===== src/rtl/perf_pkg.sv =====
// Shared constants for the performance counter bank: default widths and
// the read bank-select encoding.
package perf_pkg;

  localparam int unsigned CNT_WIDTH_DEF = 32;
  localparam int unsigned INC_WIDTH_DEF = 2;

  localparam logic BANK_LIVE   = 1'b0;
  localparam logic BANK_SHADOW = 1'b1;

endpackage


===== src/rtl/perf_counter_slice.sv =====
// One counter channel: live counter with carry-detecting adder, wrap or
// saturate on overflow, sticky overflow flag and a snapshot register.
module perf_counter_slice
  import perf_pkg::*;
#(
  parameter int unsigned CNT_WIDTH = CNT_WIDTH_DEF,
  parameter int unsigned INC_WIDTH = INC_WIDTH_DEF,
  parameter bit          SATURATE  = 1'b0
) (
  input  logic                 clk,
  input  logic                 reset,
  input  logic                 i_count_en,
  input  logic [INC_WIDTH-1:0] i_inc,
  input  logic                 i_clr,
  input  logic                 i_snap,
  output logic [CNT_WIDTH-1:0] o_cnt,
  output logic [CNT_WIDTH-1:0] o_shadow,
  output logic                 o_ovf
);

  logic [CNT_WIDTH-1:0] r_cnt;
  logic [CNT_WIDTH-1:0] r_shadow;
  logic                 r_ovf;
  logic [CNT_WIDTH:0]   w_sum;

  assign w_sum = {1'b0, r_cnt} + (CNT_WIDTH + 1)'(i_inc);

  always_ff @(posedge clk) begin
    if (reset) begin
      r_cnt    <= '0;
      r_shadow <= '0;
      r_ovf    <= 1'b0;
    end else begin
      // Snapshot takes the pre-update value, so snap+clr acts as read-and-clear.
      if (i_snap) r_shadow <= r_cnt;
      if (i_clr) begin
        r_cnt <= '0;
        r_ovf <= 1'b0;
      end else if (i_count_en) begin
        if (w_sum[CNT_WIDTH]) begin
          r_ovf <= 1'b1;
          r_cnt <= SATURATE ? {CNT_WIDTH{1'b1}} : w_sum[CNT_WIDTH-1:0];
        end else begin
          r_cnt <= w_sum[CNT_WIDTH-1:0];
        end
      end
    end
  end

  assign o_cnt    = r_cnt;
  assign o_shadow = r_shadow;
  assign o_ovf    = r_ovf;

endmodule


===== src/rtl/perf_counter_bank.sv =====
// Parametrised bank of event counters with enable mask, snapshot bank,
// sticky overflow flags and a one-cycle registered read port.
module perf_counter_bank
  import perf_pkg::*;
#(
  parameter int unsigned NUM_CNT   = 8,
  parameter int unsigned CNT_WIDTH = CNT_WIDTH_DEF,
  parameter int unsigned INC_WIDTH = INC_WIDTH_DEF,
  parameter bit          SATURATE  = 1'b0,
  parameter int unsigned AW        = (NUM_CNT > 1) ? $clog2(NUM_CNT) : 1
) (
  input  logic                         clk,
  input  logic                         reset,
  input  logic                         i_halt,
  input  logic [NUM_CNT*INC_WIDTH-1:0] i_event_inc,
  input  logic                         i_en_we,
  input  logic [NUM_CNT-1:0]           i_en_wdata,
  input  logic                         i_clr,
  input  logic                         i_snap,
  input  logic                         i_rd_en,
  input  logic                         i_rd_shadow,
  input  logic [AW-1:0]                i_rd_addr,
  output logic [CNT_WIDTH-1:0]         o_rd_data,
  output logic                         o_rd_valid,
  output logic [NUM_CNT-1:0]           o_ovf,
  output logic                         o_any_ovf
);

  logic [NUM_CNT-1:0]   r_en;
  logic [CNT_WIDTH-1:0] r_rd_data;
  logic                 r_rd_valid;
  logic [CNT_WIDTH-1:0] w_cnt    [NUM_CNT];
  logic [CNT_WIDTH-1:0] w_shadow [NUM_CNT];
  logic [CNT_WIDTH-1:0] w_rd_sel;

  for (genvar g = 0; g < NUM_CNT; g++) begin : g_slice
    perf_counter_slice #(
      .CNT_WIDTH (CNT_WIDTH),
      .INC_WIDTH (INC_WIDTH),
      .SATURATE  (SATURATE)
    ) u_slice (
      .clk        (clk),
      .reset      (reset),
      .i_count_en (~i_halt & r_en[g]),
      .i_inc      (i_event_inc[g*INC_WIDTH +: INC_WIDTH]),
      .i_clr      (i_clr),
      .i_snap     (i_snap),
      .o_cnt      (w_cnt[g]),
      .o_shadow   (w_shadow[g]),
      .o_ovf      (o_ovf[g])
    );
  end

  // Addresses past the last channel match nothing and read as zero.
  always_comb begin
    w_rd_sel = '0;
    for (int i = 0; i < NUM_CNT; i++) begin
      if (i_rd_addr == AW'(i)) begin
        w_rd_sel = (i_rd_shadow == BANK_SHADOW) ? w_shadow[i] : w_cnt[i];
      end
    end
  end

  always_ff @(posedge clk) begin
    if (reset) begin
      r_en       <= '1;
      r_rd_data  <= '0;
      r_rd_valid <= 1'b0;
    end else begin
      if (i_en_we) r_en <= i_en_wdata;
      r_rd_valid <= i_rd_en;
      if (i_rd_en) r_rd_data <= w_rd_sel;
    end
  end

  assign o_rd_data  = r_rd_data;
  assign o_rd_valid = r_rd_valid;
  assign o_any_ovf  = |o_ovf;

endmodule


===== config.mk =====
export PLATFORM = sky130hd
export DESIGN_NAME = perf_counter_bank
export DESIGN_NICKNAME = d
export VERILOG_FILES = /design/src/rtl/perf_pkg.sv /design/src/rtl/perf_counter_slice.sv /design/src/rtl/perf_counter_bank.sv
export SDC_FILE = /design/constraint.sdc
export NUM_CORES = 1
export LEC_CHECK = 0
export CAP_MARGIN = 40
export CORE_MARGIN = 5
export CORE_UTILIZATION = 40
export CTS_BUF_LIST = sky130_fd_sc_hd__clkbuf_2
export CTS_CLUSTER_SIZE = 10
export DETAILED_ROUTE_END_ITERATION = 6
export MAX_ROUTING_LAYER = met4
export PLACE_DENSITY = 0.58
export RECOVER_POWER = 25
export SLEW_MARGIN = 20
export SYNTH_ARGS = -nofsm -noshare
export SYNTH_HDL_FRONTEND = slang
export SYNTH_HIERARCHICAL = 1
export SYNTH_SLANG_ARGS = --single-unit

===== constraint.sdc =====
create_clock -name clk -period 2.66 [get_ports clk]
set_clock_uncertainty 0.2 [all_clocks]
set_input_delay 0.665 -clock clk [delete_from_list [all_inputs] [get_ports clk]]
set_output_delay 0.665 -clock clk [all_outputs]
set_load 0.05 [all_outputs]

==> run summary <==
Placed design
* 0.911 — routability-driven placement congestion ratio
* 4321 — instance count after placement with tap cells included
* 32600 µm² — placed inst area
* 67.1 mm — half-perimeter wire length after detailed placement
* 76 — # port buffers

Pwr
* 0.282 mV — Max IR drop VDD
* 478 nW/µm² — Cell Pwr Density
* 11.8 mW — cell internal pwr
* 0.104 — combinational fraction of design power
* 4.84 mW — Psw
* 0.388 — clock network power share
* 16.7 mW — total power
* 0.509 — Flop pwr share
* 13.3 nW — leakage power
* 0.290 — switching power share of the total

Layout
* 16300 µm² — Multi-input gate area
* 3631 — Final nets
* sky130_fd_sc_hd__dfxtp_1, sky130_fd_sc_hd__mux2i_1, sky130_fd_sc_hd__nor2_1 — most used cells in the layout excluding fill and tap cells
* sky130_fd_sc_hd__dfxtp_1 — most frequent standard cell in the layout excluding fill and tap cells
* 6794 — layout filler cell count
* 34900 µm² — summed area of non-filler cells in the final layout
* 11300 µm² — FF/Latch Area
* 21.2% — Syn-to-layout area delta
* 0.234 — layout cell share with drive strength beyond 1
* 4638 — fin cells

Timing
* 3220 ps — crit path time final
* 36 — Max Slew Vio Count
* -0.127 — Max-slew headroom
* -558 ps — PnR worst setup slack
* 311 MHz — Max Fclk
* true — unrepaired setup endpoints after global routing
* 159 ps — hold_ws
* 0 — Final Hold Viols
* 1690 ps — transition time at the pin with the least slew margin
* 1.21 — ratio of final minimum period to clock period
* 105 — final setup violation count

Floorplanning
* 98 — num rows
* 0.403 — Initial Util
* 278 µm — vertical die dimension
* 77400 µm² — Die ar.
* 71400 µm² — core box area
* 77 — io pins
* 278 µm — width of the die

Critical path
* reg -> out — category of the most critical setup path
* g_slice[2].u_slice/o_cnt[30] — critical register-to-register path endpoint
* 2350 ps — Worst EP arrival
* 3 — CP Max Fanout
* flip-flop — CP startpoint kind
* g_slice[2].u_slice/o_cnt[0] — startpoint of the worst-slack reg-to-reg timing path
* output pin — Worst Setup End Kind
* sky130_fd_sc_hd__dfxtp_4 — cell type of the slowest stage on the worst timing path
* 1790 ps — CP required
* -10 ps — R2R Setup Slk
* 380 ps — highest cell delay on the worst timing path
* 9 — path depth of the worst reg2reg path
* nor4_4 > buf_6 > nand2_4 > buf_8 — chain of cells forming the critical path
* g_slice[0].u_slice/o_ovf — critical path launch point

Yosys
* sky130_fd_sc_hd__dfxtp_1 — cell type contributing the most total cell area after synthesis
* 28800 µm² — netlist area before placement
* sky130_fd_sc_hd__dfxtp_1 — Main synth FF type
* 0 — number of flops mapped to enable cells by yosys
* 0.390 — portion of the post-synthesis area used by sequential elements
* 6 — synth warn
* 0 — async set or reset register ratio after synthesis
* 55 — number of distinct library cells after synthesis
* 3237 — synthesized netlist net count
* 3178 — post-synthesis cell count
* 561 — number of flip-flops and latches in the synthesized netlist
* sky130_fd_sc_hd__dfxtp_1, sky130_fd_sc_hd__mux2i_1, sky130_fd_sc_hd__nor2_1 — cells taking the most area after synthesis
* 0.390 — top cell type's share of synthesized area
* 9.05 µm² — Avg Inst Size Synth

Run
* 1 — MaxCap Viol Count

CTS
* sky130_fd_sc_hd__clkbuf_2 — CTS root buf
* 4 — htree depth
* yes — TritonCTS clock tree
* 120 ps — register clock-pin slew on the reported worst setup and hold paths
* 1370 ps — clock insertion delay at the later pin of the skew report
* 3 — clock buffer depth
* 155 — total CTS buffers
* 561 — clock sinks

Drt
* 20.0 µm — wire length per cell
* 5 — length of the first detailed-routing pass in iterations
* 5.63 — ratio of routed vias to standard cells
* 1824 — violation count after the first detailed-route iteration
* 26100 — vias post-DR
* 92.8 mm — Total Wirelength
* 0 — number of routed nets with antenna violations
* 0 — remaining routing DRC violations

Global routing
* 73 — pin count of the biggest net entering global routing
* 4 — initial antenna violation count
* 25300 — via count of the first global-routing pass
* 143 mm — wire length of the first global-routing pass
* 0 — global-route congestion overflow total
* 0.238 — Global Route Usage Sum

Run status
* max-capacitance violations, max-slew violations, negative setup slack — violated checks
* complete, but fails checks — run status

Hold path
* o_rd_data[21] — Worst Hold Endpoint
* 5 — worst hold path cell count
* i_rd_shadow — min-delay src
* in -> reg — worst min-delay path class

[layer usage]
metal / track usage / vias up / share of wire
met4: 0.0888 / 0 / 0.033
met5: - / - / 0
li1: - / 12500 / -
met2: 0.369 / 690 / 0.46
met1: 0.314 / 12800 / 0.46
met3: 0.0403 / 162 / 0.054
[stage by stage]
step                worst slack [ps]  TNS [ps]   util
CTS                             -720    -10170  0.488
detailed placement              -938   -126880  0.457
finish                          -558    -14650  0.489
global route                    -706    -18400  0.489
global placement                -922   -120260  0.457
floorplan                       -105      -787      -
[worst max-delay path by stage]
| stage | to | slack (ps) | cells past startpoint |
|---|---|---|---|
| after floorplan | g_slice[1].u_slice/o_cnt[24] | -100 | 8 |
| after global placement | g_slice[5].u_slice/o_ovf | -920 | 10 |
| after detailed placement | g_slice[5].u_slice/o_ovf | -940 | 10 |
| after CTS | o_any_ovf | -720 | 4 |
| after global routing | o_any_ovf | -710 | 4 |
| final | o_any_ovf | -560 | 4 |
[power groups by stage]
stage	logic [mW]	registers (mW)	clock network [mW]
2_1_floorplan	0.893	8.75	0
3_3_place_gp	1.64	8.68	0
3_5_place_dp	1.66	8.68	0
4_1_cts	1.73	8.49	6.71
5_1_grt	1.82	8.49	7.17
6_report	1.73	8.49	6.47
[final cells by class]
type	instances	share of cell area
sequential	561	0.325
clock buffer	240	0.0344
inverter	66	0.00710
antenna	3	0.000215
multi-input combinational	2308	0.466
tap	950	0.0341
timing repair buffer	480	0.126
clock inverter	30	0.00656
[state kept, by name, indices dropped and copies added (netlist names)]
signal	cells
g_slice.u_slice/o_cnt	256
g_slice.u_slice/o_ovf	8
g_slice.u_slice/o_shadow	256
o_rd_data	32
o_rd_valid	1
r_en	8
[synthesized netlist by cell type (33+ instances only)]
master,n
sky130_fd_sc_hd__a211oi_1,39
sky130_fd_sc_hd__a21oi_1,193
sky130_fd_sc_hd__and2_1,54
sky130_fd_sc_hd__clkbuf_1,139
sky130_fd_sc_hd__dfxtp_1,561
sky130_fd_sc_hd__inv_1,66
sky130_fd_sc_hd__mux2i_1,493
sky130_fd_sc_hd__nand2_1,125
sky130_fd_sc_hd__nand3_1,52
sky130_fd_sc_hd__nand4_1,60
sky130_fd_sc_hd__nor2_1,352
sky130_fd_sc_hd__nor2b_1,56
sky130_fd_sc_hd__o21ai_0,176
sky130_fd_sc_hd__o22ai_1,33
sky130_fd_sc_hd__o31ai_1,105
sky130_fd_sc_hd__or3_1,53
sky130_fd_sc_hd__or4_1,125
sky130_fd_sc_hd__xnor2_1,43
sky130_fd_sc_hd__xor2_1,33
[timing repair]
| item | CTS | global route |
|---|---|---|
| endpoints found under the setup margin | 45 | 67 |
| pin swaps | 1 | 3 |
| endpoints found under the hold margin | 441 | 0 |
| setup buffers | 6 | 5 |
| hold buffers | 33 | 0 |
| resized for setup | 385 | 20 |
[critical path, delay by kind of cell, from the launching register on]
family | cells | cell delay (ps)
buffers and inverters | 2 | 330
flip-flops | 1 | 380
AND/OR/NAND/NOR | 2 | 280
[kinds of logic after synthesis]
kind of cell    Yosys count  synth area share
compound gates          666             0.154
fa+ha+maj                24            0.0125
xor+xnor                 76            0.0231
buf+inv                 309            0.0498
simple gates           1049             0.198
mux                     493             0.172
flops                   561             0.390
No activity file was read; power rests on OpenSTA's default activity.
